[src/rtl/spi_cmd_ctrl.sv]
// spi_cmd_ctrl: command decoder between an SPI slave and a PWM LED stage.
// Received frames ({opcode, addr, data}) are captured, decoded and executed.
// Writes update the per-LED duty registers, the enable mask or the error
// counter. Reads load a response frame and hold it until the SPI slave
// acknowledges it or the master aborts by raising chip select.
//
// Ports:
//   sysclk     - system clock, rising edge
//   rst_n      - asynchronous active-low reset
//   cs         - SPI chip select (active-low, synchronised)
//   rx_valid   - single-cycle pulse, rx_frame holds a complete frame
//   rx_frame   - received frame: [15:12] opcode, [11:8] addr, [7:0] data
//   tx_ack     - single-cycle pulse, SPI slave has latched tx_frame
//   slv_tx_enb - response pending
//   tx_frame   - response frame
//   duty       - per-LED duty, channel i at [i*DUTY_W +: DUTY_W]
//   led_en     - per-LED enable mask
//   busy       - FSM not idle
//   err_cnt    - saturating count of rejected frames
module spi_cmd_ctrl #(
    parameter int unsigned FRAME_W = 16,
    parameter int unsigned N_LED   = 8,
    parameter int unsigned DUTY_W  = 8
) (
    input  logic                      sysclk,
    input  logic                      rst_n,
    input  logic                      cs,
    input  logic                      rx_valid,
    input  logic [FRAME_W-1:0]        rx_frame,
    input  logic                      tx_ack,
    output logic                      slv_tx_enb,
    output logic [FRAME_W-1:0]        tx_frame,
    output logic [N_LED*DUTY_W-1:0]   duty,
    output logic [N_LED-1:0]          led_en,
    output logic                      busy,
    output logic [7:0]                err_cnt
);

    localparam int unsigned IDX_W = (N_LED > 1) ? $clog2(N_LED) : 1;

    typedef enum logic [1:0] {StIdle, StDecode, StExec, StRespWait} state_e;

    state_e               r_state;
    state_e               w_state_nxt;

    logic [FRAME_W-1:0]   r_cmd;
    logic                 r_cmd_err;
    logic                 r_slv_tx_enb;
    logic [FRAME_W-1:0]   r_tx_frame;
    logic [DUTY_W-1:0]    r_duty [N_LED];
    logic [N_LED-1:0]     r_led_en;
    logic [7:0]           r_err_cnt;
    logic [7:0]           w_err_cnt_nxt;

    logic [3:0]           w_op;
    logic [3:0]           w_addr;
    logic [7:0]           w_data;
    logic [IDX_W-1:0]     w_idx;
    logic                 w_addr_ok;
    logic                 w_exec_ok;
    logic                 w_is_read;
    logic                 w_err_inc;
    logic                 w_err_clr;

    assign w_op      = r_cmd[15:12];
    assign w_addr    = r_cmd[11:8];
    assign w_data    = r_cmd[7:0];
    assign w_idx     = r_cmd[8 +: IDX_W];
    assign w_addr_ok = ({28'd0, w_addr} < N_LED);
    assign w_exec_ok = (r_state == StExec) && !r_cmd_err;
    assign w_is_read = (w_op == 4'h2) || (w_op == 4'h5);

    // Overrun, rejected command and abort can coincide; each cycle counts once.
    assign w_err_inc = (rx_valid && (r_state != StIdle))
                     || ((r_state == StExec) && r_cmd_err)
                     || ((r_state == StRespWait) && cs && !tx_ack);
    assign w_err_clr = w_exec_ok && (w_op == 4'h6);

    always_comb begin
        w_err_cnt_nxt = r_err_cnt;
        if (w_err_clr) begin
            w_err_cnt_nxt = 8'h00;
        end else if (w_err_inc && (r_err_cnt != 8'hFF)) begin
            w_err_cnt_nxt = r_err_cnt + 8'h01;
        end
    end

    always_ff @(posedge sysclk or negedge rst_n) begin
        if (!rst_n) begin
            r_state <= StIdle;
        end else begin
            r_state <= w_state_nxt;
        end
    end

    always_comb begin
        w_state_nxt = r_state;
        unique case (r_state)
            StIdle:     if (rx_valid) w_state_nxt = StDecode;
            StDecode:   w_state_nxt = StExec;
            StExec:     w_state_nxt = (w_exec_ok && w_is_read) ? StRespWait : StIdle;
            // A same-cycle tx_ack completes the transfer, so it is not an abort.
            StRespWait: if (tx_ack || cs) w_state_nxt = StIdle;
            default:    w_state_nxt = StIdle;
        endcase
    end

    always_ff @(posedge sysclk or negedge rst_n) begin
        if (!rst_n) begin
            r_cmd        <= '0;
            r_cmd_err    <= 1'b0;
            r_slv_tx_enb <= 1'b0;
            r_tx_frame   <= '0;
            r_led_en     <= '0;
            r_err_cnt    <= 8'h00;
            for (int i = 0; i < int'(N_LED); i++) begin
                r_duty[i] <= '0;
            end
        end else begin
            r_err_cnt <= w_err_cnt_nxt;
            if ((r_state == StIdle) && rx_valid) begin
                r_cmd <= rx_frame;
            end
            if (r_state == StDecode) begin
                r_cmd_err <= (w_op >= 4'h7)
                          || (((w_op == 4'h1) || (w_op == 4'h2)) && !w_addr_ok);
            end
            if (w_exec_ok) begin
                case (w_op)
                    4'h1: r_duty[w_idx] <= DUTY_W'(w_data);
                    4'h2: begin
                        r_tx_frame   <= FRAME_W'({4'h2, w_addr, 8'(r_duty[w_idx])});
                        r_slv_tx_enb <= 1'b1;
                    end
                    4'h3: begin
                        for (int i = 0; i < int'(N_LED); i++) begin
                            r_duty[i] <= DUTY_W'(w_data);
                        end
                    end
                    4'h4: r_led_en <= N_LED'(w_data);
                    4'h5: begin
                        r_tx_frame   <= FRAME_W'({4'h5, 4'h0, r_err_cnt});
                        r_slv_tx_enb <= 1'b1;
                    end
                    default: ;
                endcase
            end
            if ((r_state == StRespWait) && (tx_ack || cs)) begin
                r_slv_tx_enb <= 1'b0;
            end
        end
    end

    for (genvar g = 0; g < int'(N_LED); g++) begin : g_duty
        assign duty[g*DUTY_W +: DUTY_W] = r_duty[g];
    end

    assign slv_tx_enb = r_slv_tx_enb;
    assign tx_frame   = r_tx_frame;
    assign led_en     = r_led_en;
    assign err_cnt    = r_err_cnt;
    assign busy       = (r_state != StIdle);

endmodule

[config.mk]
export PLATFORM = sky130hd
export DESIGN_NAME = spi_cmd_ctrl
export DESIGN_NICKNAME = d
export VERILOG_FILES = /design/src/rtl/spi_cmd_ctrl.sv
export SDC_FILE = /design/constraint.sdc
export NUM_CORES = 1
export LEC_CHECK = 0
export ABC_AREA = 1
export CAP_MARGIN = 0
export CELL_PAD_IN_SITES_DETAIL_PLACEMENT = 1
export CELL_PAD_IN_SITES_GLOBAL_PLACEMENT = 1
export CORE_ASPECT_RATIO = 1.25
export CORE_MARGIN = 5
export CORE_UTILIZATION = 37
export DETAILED_ROUTE_END_ITERATION = 6
export PLACE_DENSITY = 0.81
export SYNTH_ARGS = -nofsm -noshare
export SYNTH_HDL_FRONTEND = slang
export SYNTH_SLANG_ARGS = --single-unit
[constraint.sdc]
create_clock -name sysclk -period 1.7 [get_ports sysclk]
set_input_delay 0.34 -clock sysclk [delete_from_list [all_inputs] [get_ports sysclk]]
set_output_delay 0.34 -clock sysclk [all_outputs]
set_load 0.05 [all_outputs]
---- After elaboration in Yosys (flattened, before gate mapping) ----
Index checks and enable logic that the tools add are counted.
word-level totals
  flip-flop bits (word level) ............. 116
  bits of input ports ..................... 21
  output and inout port bits .............. 98
  logic and storage cells ................. 84
cells by class
  add/subtract/negate cells ............... 1
  magnitude comparators ................... 4
  eq/ne operators ......................... 12
  muxes and demuxes ....................... 17
  bitwise gates (word level) .............. 1
  reduce and logical (&&, ||, !) cells .... 34
operators with widths
  kind                                                                number
  one-hot mux 64 bit (2 select lines)                                 1
  bitwise mux 64 bit                                                  1
  2-to-1 mux 8 bit                                                    5
  one-hot mux 16 bit (2 select lines)                                 1
  binary-select mux 8 bit (select 3 bit)                              1
  demux 8 bit (select 3 bit)                                          1
  equality test 4 x 3 -> 1 bit (second input constant)                3
  logical AND 1 bit                                                   12
  nonzero test 2 bit                                                  6
  AND reduction 2 bit                                                 5
  adder 8 x 1 -> 8 bit (second input constant)                        1
  equality test 4 x 2 -> 1 bit (second input constant)                2
  inequality test 8 bit (second input constant)                       1
  one-hot mux 2 bit (4 select lines)                                  1
  logical OR 1 bit                                                    6
  2-to-1 mux 2 bit                                                    3
  equality test 2 bit (second input constant)                         2
  equality test 4 x 1 -> 1 bit (second input constant)                1
  greater-or-equal comparator 4 x 3 -> 1 bit (second input constant)  1
  greater-or-equal comparator 4 bit (second input constant)           1
  < comparator 4 x 1 -> 1 bit (second input constant)                 1
  < comparator 4 bit (second input constant)                          1
  inverter 3 -> 4 bit                                                 1
  logical NOT 1 bit                                                   3
  6 further kinds                                                     8

---- Logic depth before layout (Yosys ltp) ----
Gate-level depths: netlist of the first run.
  word-level depth ........................ 7
  gate-level depth with buffers ........... 10
  mapped depth without buffers ............ 8

---- Worst setup path after synthesis of the first run ----
No wires, ideal clock.
  kind .................................... register to register
  start point ............................. register r_err_cnt[0] (netlist: err_cnt[0])
  end point ............................... register r_err_cnt[6] (netlist: err_cnt[6])
  setup time .............................. 0.119 ns
  data arrival time ....................... 1.727 ns
  data required time ...................... 1.581 ns
  slack ................................... -0.146 ns
  cell stages (with the launch flop) ...... 9
  buffers on the path ..................... 0
  clock period less this slack ............ 1.846 ns
  cell sequence ........................... dfrtp_1 -> ha_1 -> nand3_1 -> nor2_1 -> nand2_1 -> nand2_1 -> nand2_1 -> nand2_1 -> nand2_1
on the way
  word-level cells in the longest chain between the ends .. 3
  elaborated cells on any way between the ends .. 6
  those cells by class .................... 1 x add/sub; 1 x eq/ne; 2 x mux; 2 x reduce/logical
RTL lines
  item                                                                  RTL line  RTL
  from (decl)                                                           52        logic [7:0] r_err_cnt;
  from (signal assigned)                                                120       r_err_cnt <= w_err_cnt_nxt;
  adder 8 x 1 -> 8 bit / inequality test 8 bit (equally long branches)  84, 83
  2-to-1 mux 8 bit / logical AND 1 bit (equally long branches)          83        end else if (w_err_inc && (r_err_cnt != 8'hFF)) begin
  2-to-1 mux 8 bit / nonzero test 2 bit (equally long branches)         -
Parallel ways exist; a longest one is shown, timed or not. The select of a mux whose other input is x is not followed.
A chain may end at the register's enable or synchronous reset.

---- Worst setup path in the final report of the first run ----
  start point ............................. register r_state[1]
  end point ............................... output busy
on the way
  word-level cells in the longest chain between the ends .. 1
RTL lines
  item                    RTL line  RTL
  from (decl)             43        state_e r_state;
  from (signal assigned)  90        r_state <= StIdle;
  from (signal assigned)  92        r_state <= w_state_nxt;
  nonzero test 2 bit      162       assign busy = (r_state != StIdle);
  to (decl)               35        output logic busy,
Every way passes these cells.

==> results of run 1 <==
-- power by group through the flow --
stage	Clock [mW]	Combinational, mW	Sequential, mW
final	3.80	7.71	4.40
after global routing	3.98	8.31	4.51
after CTS	3.85	7.78	4.39
after detailed placement	0	7.69	4.41
after global placement	0	7.46	4.35
after floorplan	0	2.89	6.44
-- logic make-up (layout without fill, tap and decap cells) --
group / Yosys count / count (layout) / synth area share [%]
compound gates: 108 / 108 / 11.4
xor+xnor: 3 / 3 / 0.470
fa+ha+maj: 1 / 1 / 0.224
buf+inv: 118 / 258 / 9.73
flops: 114 / 114 / 51.0
mux: 1 / 1 / 0.201
other cells: 1 / 1 / 0.0671
simple gates: 351 / 351 / 26.9
-- worst max path at each step --
stage | start | end
6_report | r_state[1] | busy
5_1_grt | err_cnt[0] | err_cnt[1]
4_1_cts | err_cnt[0] | err_cnt[3]
3_5_place_dp | tx_ack | err_cnt[3]
3_3_place_gp | tx_ack | err_cnt[7]
2_1_floorplan | err_cnt[3] | err_cnt[6]
-- sequential cells by signal, summed over array words and instances, names as in the netlist --
register and count:
duty 64, r_cmd_err 1, slv_tx_enb 1, tx_frame 14
err_cnt 8, r_state 2, led_en 8, r_cmd 16
-- timing repair --
action                     4_1_cts  5_1_grt
gates resized for setup          0        4
hold buffers                     1        0
setup endpoints to repair        0       10
hold endpoints to repair        32        0
-- Yosys cell counts --
cell	number
nor2_4	3
buf_6	10
inv_1	84
nand3_1	53
nand4_1	2
inv_2	6
buf_2	12
nor2_2	3
a211oi_1	2
nor2_8	1
o21ai_4	5
nand2_4	4
buf_4	3
xor2_1	3
nand4_2	1
clkbuf_1	3
nand2_2	3
mux2_2	1
nand3b_4	1
nor3_1	5
o211ai_1	1
ha_1	1
o21bai_1	1
o21ai_0	3
a21oi_1	19
nand2_1	224
o21ai_1	69
o21ai_2	8
dfrtp_1	114
conb_1	1
nor2_1	51
-- critical path: cells and delay by family, from the launching register on --
| family | cells | cell delay [ns] |
|---|---|---|
| flip-flops | 1 | 0.45 |
| buffers and inverters | 2 | 0.29 |
| AND/OR/NAND/NOR | 1 | 0.11 |
-- area by class of cell --
cell class	count	area [sq um]
well taps	182	228
fillers	1819	7450
inverters	90	338
multi-input cells	465	2200
flip-flops and latches	114	2860
repair buffers	136	1200
clock inverters	13	184
clock buffers	19	443
-- metal layers --
| layer | wire, microns | up-vias | track usage [%] |
|---|---|---|---|
| li1 | - | 2445 | - |
| met1 | 7750 | 2535 | 26.3 |
| met2 | 9700 | 118 | 38.5 |
| met3 | 711 | 24 | 3.67 |
| met4 | 291 | 0 | 6.19 |
| met5 | 0 | - | 0 |
-- per-stage QoR --
step	utilization, %	TNS, ns	setup slack (ns)	hold WS (ns)	cell area, sq um
after global routing	50.0	0	0.00196	0.505	7440
final	50.0	0	0.0995	0.447	7440
after floorplan	-	0	0.0256	0.0444	5590
after global placement	45.7	0	0.0512	0.342	6800
after detailed placement	45.7	-0.269	-0.0592	0.346	6800
after CTS	50.0	0	0.00423	0.473	7440
==> summary.txt, run 1 <==
Outcome
  – Status: completed

Global route
  – All-Layer GR Usage: 21.4%
  – Vias in the first global route: between 5000 and 6000
  – Wire length of the first global-routing pass: a little under 30000 microns
  – Antenna violations before repair: 0
  – Largest net degree at the start of global routing: 36
  – Grt total ovfl: 0

Route
  – Final ANT Viol Nets: 0
  – Number of detailed-route iterations in the first pass: 4
  – DRT iter0 DRCs: around 290
  – DRC viols: 0
  – Via/cell ratio: a little over 5
  – Via count: 5122
  – DR WL/cell: 18.1 microns
  – Routed wire length: 18500 microns

Clocking
  – Worst-path clk slew: around 0.06 ns
  – Clock Tree Buf Depth: 2
  – CTS Buf Count: 17
  – TritonCTS clock tree: yes
  – Post-CTS Setup Inserts: 0
  – H-tree Lvls: 4
  – Clk root buf: clkbuf_16
  – Clock tree sinks: between 100 and 150
  – Clock Latency Late Sink: ~0.41 ns

Pwr
  – NetSw: 7.62 mW
  – Clock power share: between 20% and 30%
  – PwrDens: around 2100 nW/um^2
  – Logic gate share of total power: a little under 50%
  – Max IR drop VDD: slightly above 1 mV
  – Int Power: about 8.3 mW
  – Switching share of power: between 40% and 50%
  – Pleak: 3.91 nW
  – Sequential share of power: between 20 and 30%
  – Total power: roughly 16 mW

Timing
  – Final hold violations: 0
  – Fin. max-slew vios: 0
  – Final setup vio count: 0
  – Worst rel slew slack: between 50% and 60%
  – Max Freq: around 620 MHz
  – Fin crit period: between 1.5 and 2 ns
  – Least-Margin Pin Slew: 0.613 ns
  – Final period util: around 94%
  – Skew final: 0.00535 ns
  – RSZ-0062 raised after global routing: no

Final layout
  – Number of diodes: 0
  – Commonest non-fill, non-tap cells in the layout: 222 x nand2_1, 112 x dfrtp_1, 106 x buf_4
  – Area Growth Syn to Fin: 33.1%
  – Layout cells sized above 1: 22.6%
  – Final cell count without fillers: roughly 1000
  – Commonest non-fill, non-tap cell in the layout: nand2_1
  – Final #Nets: approximately 850

Place
  – Global placer's final weighted congestion: ~0.84
  – Post-DP HPWL: 13300 microns
  – Inst Count DP: a little under 1000
  – Port buffer count: about 120

Job
  – MaxCap Viol Count: 0

Setup path
  – Crit path arrival time: ~1.3 ns
  – Reg2Reg Capture Point: duty[32]
  – Crit-path max cell delay: about 0.45 ns
  – Crit-path cells: inv_2 > nand2_1 > buf_12
  – Critical Path Start Type: flop
  – Crit. End Element: primary output
  – Critical Path RT: about 1.4 ns
  – Worst-case reg-to-reg path depth: 6
  – Slowest cell on crit path: dfrtp_1
  – Setup CP Type: flop to primary output
  – Worst r2r src: r_cmd[15]
  – Reg2reg setup slack: 0.12 ns
  – Maximum fanout along the worst path: 5

Synthesis
  – Post-synthesis net count: 719
  – Yosys top cell area share: 51.0%
  – Mapped Cells: ~700
  – Synthesis Warnings: 0
  – Leading area contributor after synthesis: dfrtp_1
  – Top cells by area, synth: dfrtp_1 51%, nand2_1 15%, o21ai_1 6.2%, inv_1 5.6%, nand3_1 4.7%
  – Register area share after synthesis: approximately 51%
  – Seq cells post-synth: 114
  – Syn avg cell area: 8.02 sq um
  – Mapped Area: around 5600 sq um
  – Post-synthesis cell type count: 31

Floorplan
  – Row count: 50
  – IO Pins: 119
  – Die ar.: 17700 sq um
  – Die H: between 100 and 150 microns
  – Core region area: approximately 15000 sq um
  – Initial Utilization: between 30% and 40%
  – Die W: around 120 microns

Hold path
  – Hold Path Class: input port to async pin
Note: power is estimated with default switching activity, not from simulation.
==> inputs of run 2 (changes only) <==
- PLACE_DENSITY: 0.81 -> not set
- PLACE_DENSITY_LB_ADDON: not set -> 0.1
==> summary.txt, run 2 (synthesis results as in run 1) <==
Clocking
  – Clk root buf: clkbuf_16
  – Worst-path clk slew: 0.06 ns (about the same)
  – CTS Buf Count: 17 (unchanged)
  – Clock Latency Late Sink: 0.42 ns (about the same)
  – H-tree Lvls: 4 (unchanged)
  – Clock tree sinks: 114 (unchanged)
  – Clock Tree Buf Depth: 2 (unchanged)
  – TritonCTS clock tree: yes

Timing
  – RSZ-0062 raised after global routing: no
  – Fin. max-slew vios: 0 (unchanged)
  – Final setup vio count: 0 (unchanged)
  – Final period util: 94.8% (+0.63 points)
  – Fin crit period: 1.61 ns (+0.0107 ns)
  – Max Freq: 621 MHz (-0.66%)
  – Skew final: 0.00772 ns (+0.00237 ns)
  – Least-Margin Pin Slew: 0.580 ns (-0.0334 ns)
  – Final hold violations: 0 (unchanged)
  – Worst rel slew slack: 61.3% (+2.2 points)

Global route
  – Largest net degree at the start of global routing: 53 (+47%)
  – Wire length of the first global-routing pass: 28700 microns (-3.7%)
  – Vias in the first global route: 5208 (-7.0%)
  – All-Layer GR Usage: 20.8% (-0.62 points)
  – Grt total ovfl: 0 (unchanged)
  – Antenna violations before repair: 0 (unchanged)

Route
  – Routed wire length: 17600 microns (-4.5%)
  – Via/cell ratio: 4.84 (-3.7%)
  – DRC viols: 0 (unchanged)
  – Final ANT Viol Nets: 0 (unchanged)
  – DRT iter0 DRCs: 217 (-24%)
  – DR WL/cell: 17.3 microns (-4.6%)
  – Number of detailed-route iterations in the first pass: 4 (unchanged)
  – Via count: 4941 (-3.5%)

Place
  – Global placer's final weighted congestion: 0.827 (-2.1%)
  – Port buffer count: 117 (unchanged)
  – Post-DP HPWL: 12900 microns (-3.3%)
  – Inst Count DP: 987 (+0.10%)

Setup path
  – Crit-path cells: inv_2 > nand2_1 > buf_12
  – Crit path arrival time: 1.27 ns (about the same)
  – Slowest cell on crit path: dfrtp_1
  – Crit. End Element: primary output
  – Family with the most delay on the worst path: flip-flops
  – Critical Path Start Type: flop
  – Maximum fanout along the worst path: 5 (unchanged)
  – CP bufs+invs: 2 (unchanged)
  – Crit-path max cell delay: 0.45 ns (about the same)
  – Setup CP Type: flop to primary output
  – Critical Path RT: 1.36 ns (about the same)

Pwr
  – Max IR drop VDD: 0.973 mV (-5.8%)
  – PwrDens: 2130 nW/um^2 (-0.58%)
  – Pleak: 3.96 nW (+1.2%)

Floorplan
  – Core region area: 14900 sq um (unchanged)
  – Die ar.: 17700 sq um (unchanged)
  – Die W: 120 microns (unchanged)
  – Row count: 50 (unchanged)
  – Die H: 147 microns (unchanged)
  – Initial Utilization: 37.6% (unchanged)
  – IO Pins: 119 (unchanged)

Final layout
  – Area Growth Syn to Fin: 34.9%
  – Fillcell total: 1774 (-2.5%)
  – Number of diodes: 0 (unchanged)
  – Final cell count without fillers: 1021 (+0.20%)
  – Commonest non-fill, non-tap cell in the layout: nand2_1
  – Final Util: 50.7% (+0.68 points)
  – Reg area: 2860 sq um (unchanged)
  – Layout cells sized above 1: 22.8% (+0.18 points)
  – Max reg flops: 64 (unchanged)
  – Footprint of the multi-input gates: 2200 sq um (+0.11%)
  – Commonest non-fill, non-tap cells in the layout: 223 x nand2_1, 112 x dfrtp_1, 103 x buf_4
  – Final #Nets: 848 (+0.24%)

Job
  – MaxCap Viol Count: 0 (unchanged)

Hold path
  – Hold Path Class: input port to async pin

Outcome
  – Status: completed
-- run 2: layout make-up --
cell class / instances / share of cell area, %
Sequential cell: 114 / 37.8
Multi-Input combinational cell: 465 / 29.2
Timing Repair Buffer: 138 / 16.9
Clock buffer: 23 / 6.60
Inverter: 90 / 4.48
Tap cell: 182 / 3.02
Clock inverter: 9 / 1.99
-- run 2: worst register-to-register path, stage by stage (launching register included) --
cell and delay (ns):
dfrtp_1 0.42, inv_2 0.14, buf_12 0.19, nor3_1 0.30
o21ai_4 0.11, buf_12 0.17, nand2_1 0.07, o21ai_1 0.06
-- run 2: power by group --
group          switching [mW]  leakage, nW  total, mW  internal [mW]
sequential              0.756         1.49       4.34           3.59
combinational            5.47         2.15       7.78           2.31
clock                    1.27        0.315       3.91           2.64
-- run 2: worst paths after layout --
kind / endpoint / depth (start not counted) / slack [ns] / startpoint
worst min register to register: tx_frame[1] / 2 / 0.49 / tx_frame[1]
max in group asynchronous: duty[12] / 3 / 0.75 / rst_n
worst min-delay path: err_cnt[0] / 2 / 0.36 / rst_n
worst max register to register: duty[13] / 7 / 0.12 / r_cmd[8]
worst max-delay path: busy / 3 / 0.09 / r_state[1]
min in group sysclk: tx_frame[1] / 2 / 0.49 / tx_frame[1]
-- run 2: timing repair --
action	in CTS	in global routing
hold endpoints to repair	19	0
buffers inserted	0	1
endpoints found under the setup margin	0	21
gates resized for setup	0	4
hold buffers	1	0
-- run 2: through the flow --
stage,total power [mW],hold WS (ns),setup slack (ns),setup TNS (ns),area [sq um]
after floorplan,9.32,0.0444,0.0256,0,5590
after global placement,12.0,0.257,-0.0148,-0.0379,6860
after detailed placement,12.2,0.260,-0.0886,-0.457,6860
after CTS,16.2,0.357,0.0139,0,7520
after global routing,17.0,0.378,0.00143,0,7540
final,16.0,0.358,0.0888,0,7540
-- run 2: per-layer routing --
metal  routed length, microns  track usage (%)
met1                     7860             27.1
met2                     9010             35.0
met3                      563             4.59
met4                      193             5.67
met5                        0                0
